File: src/rtl/tank_render_engine.sv
// ============================================================================
// Module  : tank_render_engine
// Brief   : Erases then redraws NUM_TANKS square tank sprites, one pixel per clock.
// Revision: 1.0 - initial release
// ============================================================================
`default_nettype none

module tank_render_engine #(
    parameter int                  NUM_TANKS = 2,
    parameter int                  SPR       = 4,
    parameter int                  X_W       = 8,
    parameter int                  Y_W       = 7,
    parameter int                  COLOUR_W  = 3,
    parameter int                  H_RES     = 160,
    parameter int                  V_RES     = 120,
    parameter logic [COLOUR_W-1:0] BG_COLOUR = '0
) (
    input  logic                            clk,
    input  logic                            reset,
    input  logic                            start,
    input  logic [NUM_TANKS-1:0]            enable,
    input  logic [NUM_TANKS*X_W-1:0]        pos_x,
    input  logic [NUM_TANKS*Y_W-1:0]        pos_y,
    input  logic [NUM_TANKS*2-1:0]          dir,
    input  logic [NUM_TANKS*COLOUR_W-1:0]   tcolour,
    output logic [X_W-1:0]                  x,
    output logic [Y_W-1:0]                  y,
    output logic [COLOUR_W-1:0]             colour,
    output logic                            plot,
    output logic                            busy,
    output logic                            done
);

    localparam int TW = (NUM_TANKS > 1) ? $clog2(NUM_TANKS) : 1;
    localparam int CW = (SPR > 1) ? $clog2(SPR) : 1;

    typedef enum logic [1:0] {S_IDLE, S_ERASE, S_DRAW, S_FIN} state_t;

    state_t                r_state;
    logic [NUM_TANKS-1:0]  r_prev_valid;
    logic [NUM_TANKS-1:0]  r_draw_mask;
    logic [CW-1:0]         r_col;
    logic [CW-1:0]         r_row;
    logic                  r_bar;

    logic [X_W-1:0]        r_snap_x [NUM_TANKS];
    logic [Y_W-1:0]        r_snap_y [NUM_TANKS];
    logic [1:0]            r_snap_d [NUM_TANKS];
    logic [COLOUR_W-1:0]   r_snap_c [NUM_TANKS];
    logic [X_W-1:0]        r_prev_x [NUM_TANKS];
    logic [Y_W-1:0]        r_prev_y [NUM_TANKS];
    logic [1:0]            r_prev_d [NUM_TANKS];

    function automatic logic [TW-1:0] lowest(input logic [NUM_TANKS-1:0] m);
        lowest = '0;
        for (int i = NUM_TANKS - 1; i >= 0; i--)
            if (m[i]) lowest = TW'(i);
    endfunction

    logic                  w_erase;
    logic [NUM_TANKS-1:0]  w_mask;
    logic [TW-1:0]         w_t;
    logic [NUM_TANKS-1:0]  w_onehot;
    logic [X_W-1:0]        w_ox;
    logic [Y_W-1:0]        w_oy;
    logic [1:0]            w_dir;
    logic [X_W:0]          w_dx;
    logic [Y_W:0]          w_dy;
    logic [X_W:0]          w_px;
    logic [Y_W:0]          w_py;
    logic                  w_vis;

    // The tank being serviced is always the lowest pending bit, so idle channels cost no cycles.
    assign w_erase = (r_state == S_ERASE);
    assign w_mask  = w_erase ? r_prev_valid : r_draw_mask;
    assign w_t     = lowest(w_mask);
    assign w_ox    = w_erase ? r_prev_x[w_t] : r_snap_x[w_t];
    assign w_oy    = w_erase ? r_prev_y[w_t] : r_snap_y[w_t];
    assign w_dir   = w_erase ? r_prev_d[w_t] : r_snap_d[w_t];

    always_comb begin
        w_onehot      = '0;
        w_onehot[w_t] = 1'b1;
    end

    // Offsets are one bit wider than the screen so that -1 wraps above any legal coordinate.
    always_comb begin
        w_dx = (X_W+1)'(r_col);
        w_dy = (Y_W+1)'(r_row);
        if (r_bar) begin
            case (w_dir)
                2'd0:    begin w_dx = (X_W+1)'(SPR/2); w_dy = '1;               end
                2'd1:    begin w_dx = (X_W+1)'(SPR);   w_dy = (Y_W+1)'(SPR/2);  end
                2'd2:    begin w_dx = (X_W+1)'(SPR/2); w_dy = (Y_W+1)'(SPR);    end
                default: begin w_dx = '1;              w_dy = (Y_W+1)'(SPR/2);  end
            endcase
        end
    end

    assign w_px  = {1'b0, w_ox} + w_dx;
    assign w_py  = {1'b0, w_oy} + w_dy;
    assign w_vis = (w_px < (X_W+1)'(H_RES)) && (w_py < (Y_W+1)'(V_RES));

    always_ff @(posedge clk) begin
        if (reset) begin
            r_state      <= S_IDLE;
            r_prev_valid <= '0;
            r_draw_mask  <= '0;
            r_col        <= '0;
            r_row        <= '0;
            r_bar        <= 1'b0;
            x            <= '0;
            y            <= '0;
            colour       <= '0;
            plot         <= 1'b0;
            busy         <= 1'b0;
            done         <= 1'b0;
        end else begin
            case (r_state)
                S_IDLE: begin
                    plot <= 1'b0;
                    done <= 1'b0;
                    if (start) begin
                        for (int i = 0; i < NUM_TANKS; i++) begin
                            r_snap_x[i] <= pos_x[i*X_W +: X_W];
                            r_snap_y[i] <= pos_y[i*Y_W +: Y_W];
                            r_snap_d[i] <= dir[i*2 +: 2];
                            r_snap_c[i] <= tcolour[i*COLOUR_W +: COLOUR_W];
                        end
                        r_draw_mask <= enable;
                        r_col       <= '0;
                        r_row       <= '0;
                        r_bar       <= 1'b0;
                        busy        <= 1'b1;
                        if (r_prev_valid != '0)  r_state <= S_ERASE;
                        else if (enable != '0)   r_state <= S_DRAW;
                        else                     r_state <= S_FIN;
                    end
                end
                S_ERASE, S_DRAW: begin
                    x      <= w_px[X_W-1:0];
                    y      <= w_py[Y_W-1:0];
                    colour <= w_erase ? BG_COLOUR : r_snap_c[w_t];
                    plot   <= w_vis;
                    if (r_bar) begin
                        r_bar <= 1'b0;
                        r_col <= '0;
                        r_row <= '0;
                        if (w_erase) begin
                            r_prev_valid[w_t] <= 1'b0;
                            if ((r_prev_valid & ~w_onehot) == '0)
                                r_state <= (r_draw_mask != '0) ? S_DRAW : S_FIN;
                        end else begin
                            r_draw_mask[w_t]  <= 1'b0;
                            r_prev_valid[w_t] <= 1'b1;
                            r_prev_x[w_t]     <= r_snap_x[w_t];
                            r_prev_y[w_t]     <= r_snap_y[w_t];
                            r_prev_d[w_t]     <= r_snap_d[w_t];
                            if ((r_draw_mask & ~w_onehot) == '0)
                                r_state <= S_FIN;
                        end
                    end else if (r_col == CW'(SPR-1)) begin
                        r_col <= '0;
                        if (r_row == CW'(SPR-1)) r_bar <= 1'b1;
                        else                     r_row <= r_row + 1'b1;
                    end else begin
                        r_col <= r_col + 1'b1;
                    end
                end
                default: begin
                    plot    <= 1'b0;
                    done    <= 1'b1;
                    busy    <= 1'b0;
                    r_state <= S_IDLE;
                end
            endcase
        end
    end

endmodule

`default_nettype wire
File: config.mk
export PLATFORM = sky130hd
export DESIGN_NAME = tank_render_engine
export DESIGN_NICKNAME = d
export VERILOG_FILES = /design/src/rtl/tank_render_engine.sv
export SDC_FILE = /design/constraint.sdc
export NUM_CORES = 1
export LEC_CHECK = 0
export CAP_MARGIN = 10
export CORE_ASPECT_RATIO = 2
export CORE_UTILIZATION = 59
export CTS_CLUSTER_DIAMETER = 50
export DETAILED_ROUTE_END_ITERATION = 10
export PLACE_DENSITY = 0.94
export SYNTH_ARGS = -nofsm -noshare
export SYNTH_HDL_FRONTEND = slang
export SYNTH_SLANG_ARGS = --single-unit
File: constraint.sdc
create_clock -name clk -period 8.4 [get_ports clk]
set_input_delay 1.68 -clock clk [delete_from_list [all_inputs] [get_ports clk]]
set_output_delay 1.68 -clock clk [all_outputs]
set_load 0.005 [all_outputs]
* Word level (Yosys, flattened, before mapping)
Memories as Yosys holds them, arrays and structs flattened.
Index checks and enable logic that the tools add are counted.
** Word-level totals
- Bits in registers :: 32
- Bits in writable memories :: 74
- Bits of input ports :: 45
- Output and inout port bits :: 21
- Word-level logic and storage cells :: 116
- Memories :: 7
** Memory list
- r_prev_x :: words 2, bits a word 8, read ports 1, clocked after Yosys merged registers in 0, write ports 1, RTL line 50 : logic [X_W-1:0] r_prev_x [NUM_TANKS];
- r_snap_x :: words 2, bits a word 8, read ports 1, clocked after Yosys merged registers in 0, write ports 2, RTL line 46 : logic [X_W-1:0] r_snap_x [NUM_TANKS];
- r_prev_y :: words 2, bits a word 7, read ports 1, clocked after Yosys merged registers in 0, write ports 1, RTL line 51 : logic [Y_W-1:0] r_prev_y [NUM_TANKS];
- r_snap_y :: words 2, bits a word 7, read ports 1, clocked after Yosys merged registers in 0, write ports 2, RTL line 47 : logic [Y_W-1:0] r_snap_y [NUM_TANKS];
- r_snap_c :: words 2, bits a word 3, read ports 1, clocked after Yosys merged registers in 0, write ports 2, RTL line 49 : logic [COLOUR_W-1:0] r_snap_c [NUM_TANKS];
- r_prev_d :: words 2, bits a word 2, read ports 1, clocked after Yosys merged registers in 0, write ports 1, RTL line 52 : logic [1:0] r_prev_d [NUM_TANKS];
- 1 more memories
** Operators by class
- $add $sub $neg :: 4
- Magnitude comparators :: 4
- Eq/ne operators :: 13
- Mux-type cells :: 52
- Bitwise gates (word level) :: 5
- Reduce and logical (&&, ||, !) cells :: 19
** Operators by type and width (number)
- 2-to-1 mux 2 bit :: 18
- 2-to-1 mux 1 bit :: 19
- one-hot mux 9 bit (2 select lines) :: 1
- 2-to-1 mux 8 bit :: 2
- one-hot mux 2 bit (2 select lines) :: 4
- one-hot mux 8 bit (2 select lines) :: 1
- != test 3 bit (second input constant) :: 4
- AND reduction 4 bit :: 3
- adder 8 x 9 -> 9 bit :: 1
- < comparator 9 x 8 -> 1 bit (second input constant) :: 1
- 2-to-1 mux 9 bit :: 1
- adder 7 x 8 -> 8 bit :: 1
- equality test 2 bit (second input constant) :: 4
- zero test 2 bit :: 4
- < comparator 8 x 7 -> 1 bit (second input constant) :: 1
- nonzero test 2 bit :: 4
- 2-to-1 mux 7 bit :: 1
- != test 2 bit (second input constant) :: 3
- one-hot mux 1 bit (2 select lines) :: 3
- AND reduction 2 bit :: 3
- OR reduction 2 bit :: 3
- adder 2 x 1 -> 2 bit (second input constant) :: 2
- AND 2 bit :: 2
- equality test 2 x 1 -> 1 bit (second input constant) :: 2
- 8 further kinds :: 9

* Depth between registers and ports, before layout
- Word-level depth :: 15
- Depth in mapped cells :: 18
- Gate-level depth less buffers :: 16

* Worst setup path after synthesis
Ideal clock, no wire load.
- Path type :: register to register
- From :: register r_state[1]
- To :: memory r_prev_d[1][0] (enable)
- Library setup time :: 441 ps
- Data arrival time :: 3969 ps
- Required time :: 7959 ps
- Path slack :: 3990 ps
- Stages on the path, launching flop included :: 9
- Path buffers :: 3
- Clock period less this slack :: 4410 ps
- Path through :: dfxtp_1 -> inv_1 -> ha_1 -> buf_4 -> mux2i_1 -> a211oi_4 -> clkbuf_1 -> buf_1 -> nor4b_1
** Between the ends
- Cells in the longest elaborated chain, start to end :: 6
- Elaborated cells between the ends (all ways) :: 11
- Classes of those cells :: eq/ne: 2; mux: 8; reduce/logical: 1
** Ends and longest elaborated chain
- start: declaration :: RTL line 39 : state_t r_state;
- start signal: assignment :: RTL line 152 : r_state <= (r_draw_mask != '0) ? S_DRAW : S_FIN;
- equality test 2 x 1 -> 1 bit :: RTL line 74, 119
- 2-to-1 mux 1 bit :: RTL line 149 : if (w_erase) begin
- 2-to-1 mux 1 bit :: RTL line 145 : if (r_bar) begin
- 2-to-1 mux 1 bit :: RTL line 119 : case (r_state)
- 2-to-1 mux 1 bit :: RTL line 105 : if (reset) begin
- 2-to-1 mux 1 bit (implied by the code) :: RTL line 158 : r_prev_d[w_t] <= r_snap_d[w_t];
- end: declaration :: RTL line 52
Parallel ways exist; a longest one is shown, timed or not.

* Final worst setup path
- From :: register r_state[1]
- To :: register plot
** Between the ends
- Cells in the longest elaborated chain, start to end :: 13
- Elaborated cells between the ends (all ways) :: 30
- Classes of those cells :: add/sub: 2; order compare: 2; eq/ne: 4; mux: 10; bitwise: 1; reduce/logical: 5; memory: 6
** Ends and longest elaborated chain
- equality test 2 x 1 -> 1 bit :: RTL line 74, 119
- 2-to-1 mux 2 bit :: RTL line 75 : assign w_mask = w_erase ? r_prev_valid : r_draw_mask;
- 2-to-1 mux 1 bit (2 in a row) :: RTL line 57 : if (m[i]) lowest = TW'(i);
- memory read (2 x 2 bit), on equally long branches
- 2-to-1 mux 2 bit :: RTL line 79 : assign w_dir = w_erase ? r_prev_d[w_t] : r_snap_d[w_t];
- equality test 2 bit or zero test 2 bit (tied branches) :: RTL line 91 : case (w_dir)
- OR reduction 2 bit (no source line)
- one-hot mux 9 bit (2 select lines) :: RTL line 91
- 2-to-1 mux 9 bit :: RTL line 90 : if (r_bar) begin
- adder 8 x 9 -> 9 bit :: RTL line 100 : assign w_px = {1'b0, w_ox} + w_dx;
- < comparator 9 x 8 -> 1 bit :: RTL line 102 : assign w_vis = (w_px < (X_W+1)'(H_RES)) && (w_py < (Y_W+1)'(V_RES));
- logical AND 1 bit :: RTL line 102
- end signal: assignment :: RTL line 144 : plot <= w_vis;
- end: declaration :: RTL line 29 : output logic plot,
Parallel ways exist; a longest one is shown, timed or not.
A chain may end at the register's enable or synchronous reset.

==> results by stage <==
Outcome:
- The run finished with clean final reports.

Clocking:
- CTS placed an instance of clkbuf_16 at the clock tree root.
- The depth of the CTS H-tree is 3.
- The number of instances resized during post-cts repair is 0.
- The clock transition at the registers of the reported paths is 0.07 ns.
- After clock tree synthesis, the flow added hold-fix buffers numbering 0.
- The number of CTS-inserted buffers is 9.
- The worst-case clock buffer depth is 2.
- The later pin in the worst-skew pair is clocked with a latency of approximately 0.35 ns.
- The post-CTS setup buffer count is 0.
- The TritonCTS clock tree is done.
- Clock tree synthesis found a total of 106 sinks.

Worst hold path:
- The type of the most critical hold path is register to register.
- The worst hold path begins at x[1].
- For hold timing, the worst endpoint is x[1].
- The number of cells on the worst hold path is 2.

Global route:
- met2 is the most crowded layer.
- The number of antenna violations at the first check in global routing is 0.
- Global routing finished with a remaining overflow of 0.
- For this run, global-route usage on met3 was measured as 5.64%.
- The combined global-route utilization of all metal layers is roughly 25%.
- The met1 capacity usage during global routing is 25.7%.
- The via count of the first global-routing pass came to 3538.
- The global-route wire length before repair is 16100 um.
- Global routing consumed, on the met2 layer, 43.6% of the routing resources.
- The pin count of the biggest net entering global routing is 46.

Timing:
- Setup repair after global routing left no endpoint under its margin.
- The count of final setup violators is 0.
- The count of final max-slew check failures is 0.
- The worst pin sits at a relative slew slack of 41.4%.
- The final clock skew is between 0.005 and 0.006 ns.
- The transition at the pin with the smallest max-transition slack is 0.879 ns.
- Summed over all failing endpoints, the final setup total negative slack is 0 ns.
- The worst path uses 55.3% of the clock period.
- The minimum clock period after layout is 4.65 ns.
- The maximum achievable frequency is 0.215 GHz.
- The total count of hold-check failures in the final report came to 0.
- The worst hold margin is between 0.4 and 0.5 ns.
- Across all setup checks in the final design, the least slack found is between 3 and 4 ns.

Cells and area:
- Leaving out fill and tap cells, the most frequent cell in the layout is edfxtp_1.
- The net count of the finished layout is roughly 550.
- The antenna diode count is 0.
- The top cell types in the final layout, fill and taps aside, are edfxtp_1, clkdlybuf4s50_1, nor2_1.
- The synthesis-to-finish area growth is 21.9%.
- In the final layout, the share of cells above drive strength 1 is between 10 and 15%.

Floorplan:
- In this run the horizontal extent of the chip is 66.8 um.
- Measured along the y axis, the die boundary spans 132 um.
- The full die area is just under 9000 um^2.
- In this run the count of I/O pins placed on the die edge is 66.
- The number of rows created at floorplan is 46.
- The initial core utilization is 61.9%.
- The core region area is between 8000 and 9000 um^2.

Placement:
- Buffers placed on the I/O ports in this run total 65.
- The HPWL after detailed placement is 7330 um.
- The global placer's final weighted congestion is 0.943.
- The worst-case setup slack after placement is 3.92 ns.

Critical path:
- The critical path goes through inv_1 -> ha_1 -> nor2b_1 -> a211oi_4 -> buf_4 -> mux2_2 -> nor3b_2 -> a21o_1 -> ha_1 -> inv_1 -> fa_1 -> nor2b_1 -> o211ai_1 -> a21oi_1 -> o21a_1 -> o211ai_1 -> a2111oi_2.
- For the worst flop-to-flop path, the logic depth is 17.
- The critical path is of the register to register type.
- The critical register-to-register path startpoint is r_state[1].
- The worst setup path is launched from a register.
- The cell with the largest stage delay on the worst path is buf_4.
- In this run the register-to-register setup slack is 3.75 ns.
- The endpoint identified for the worst register-to-register timing path is plot.
- The category of the worst setup path capture point is a register.
- The critical-path maximum fanout is 45.
- For the worst setup path, the data arrival time is 4.89 ns.
- The largest single stage delay on the critical path is 0.56 ns.
- The required time of the critical path is 8.64 ns.

Yosys:
- The most instantiated flip-flop cell in the synthesis netlist is edfxtp_1.
- In the synthesized netlist the async set-or-reset flop fraction comes to 0%.
- Synthesis produced ~410 cells.
- The part of the Yosys area used for sequential elements is between 50 and 60%.
- Synthesis instantiated 51 different standard cells from the library.
- The number of warnings printed during yosys synthesis is 0.
- Yosys mapped a number of flops with a built-in enable equal to 74.
- The synthesized flop and latch total is between 100 and 150.
- Synthesis produced a netlist with a net count of a little under 500.
- Dividing the synthesized area by the synthesized cell count gives ~12 um^2.
- The mapped netlist covers 4950 um^2.

Detailed routing:
- Across all layers, the routed design uses 3484 vias.
- For this run, the detailed router's first-pass iteration total came to 5.
- The count of nets left with antenna violations once routing finished came out at 0.
- Wires add up to 10200 um.
- The number of DRC markers after the initial detailed-route iteration is between 200 and 250.
- In the routed layout, each cell is associated on average with a via count of 6.03.
- After detailed routing, the average wire length per cell comes to around 18 um.
- The number of DRC violations after detailed routing is 0.

Pwr:
- IR analysis of the VDD net gives a maximum drop of around 0.00025 V.
- The power density over cell area is 332 nW/um^2.
- The leakage power summed over all cells is 0.00224 uW.
- The total power draw is around 2000 uW.

Run:
- The number of max-cap violations is 0.
==> critical path: cells and delay by family (launching register included) <==
family | cells | cell delay [ns]
AOI/OAI and AO/OA | 7 | 1.30
adders and majority gates | 3 | 0.92
buffers and inverters | 3 | 0.73
DFF | 1 | 0.34
muxes | 1 | 0.46
and+or+nand+nor | 3 | 0.77
==> synthesized netlist by cell type, drive strengths merged, types with 2 or more instances <==
| cell type | count | area share (%) |
|---|---|---|
| o211ai | 3 | 0.45 |
| a211oi | 6 | 1.2 |
| a22oi | 3 | 0.45 |
| nor2b | 6 | 0.76 |
| dfxtp | 32 | 13 |
| fa | 2 | 0.81 |
| xnor2 | 5 | 0.88 |
| nor2 | 55 | 4.2 |
| mux2 | 18 | 4.1 |
| o21a | 3 | 0.45 |
| and2 | 2 | 0.25 |
| o21ai | 9 | 0.91 |
| edfxtp | 74 | 45 |
| nand2 | 16 | 1.2 |
| inv | 13 | 0.99 |
| a21oi | 42 | 4.2 |
| clkbuf | 12 | 0.91 |
| a31oi | 2 | 0.25 |
| buf | 5 | 0.48 |
| or2 | 2 | 0.25 |
| nand4 | 3 | 0.38 |
| ha | 22 | 5.6 |
| nand3 | 2 | 0.20 |
| a21o | 7 | 1.1 |
| nor3 | 10 | 1.0 |
| nor3b | 3 | 0.56 |
| mux2i | 35 | 7.1 |
==> logic make-up after synthesis <==
group | synth area share (%)
and+or+nand+nor | 10.1
muxes | 11.6
AOI/OAI and AO/OA | 10.6
xor gates and xnor gates | 1.06
buffers and inverters | 2.38
adders and majority gates | 6.37
DFF | 57.8
==> flip-flops by register name, indices dropped and copies added, names as in the netlist, named ones only <==
register	cells
busy	1
colour	3
done	1
plot	1
r_bar	1
r_col	2
r_draw_mask	2
r_prev_d	4
r_prev_x	16
r_prev_y	14
r_row	2
r_snap_c	6
r_snap_d	4
r_snap_x	16
r_snap_y	14
r_state	2
x	8
y	7
==> metrics by stage <==
step,instance area [um^2],cells,util (%)
4_1_cts,6040,578,75.5
3_5_place_dp,5710,562,71.4
3_3_place_gp,5710,562,71.4
2_1_floorplan,4950,412,-
6_report,6040,578,75.5
5_1_grt,6040,578,75.5
==> worst max path at each step <==
stage                     startpoint             end  slack [ns]  cells past startpoint
after CTS                 r_state[1]            plot        3.77                     17
after floorplan           r_state[1]  r_prev_d[1][0]        3.99                      8
after detailed placement  r_state[1]            plot        3.92                     17
after global placement    r_state[1]            plot        4.07                     17
final                     r_state[1]            plot        3.75                     17
after global routing      r_state[1]            plot        3.41                     17
==> final cells by class <==
| type | instances | area (um^2) |
|---|---|---|
| Timing Repair Buffer | 71 | 696 |
| Clock buffer | 9 | 225 |
| Sequential cell | 106 | 2860 |
| Inverter | 13 | 48.8 |
| Clock inverter | 7 | 100 |
| Multi-Input combinational cell | 276 | 1980 |
| Tap cell | 96 | 120 |
| Fill cell | 505 | 1960 |
==> power by group <==
group	internal, uW	total, uW	switching (uW)
registers	667	712	45.6
logic	374	840	466
clock network	264	451	187
==> layer usage <==
metal,part of all wire (%),wire length (um)
met1,34,3510
met2,56,5710
met3,5.2,528
met4,4.8,491
met5,0,0
(Power assumes the default switching activity.)
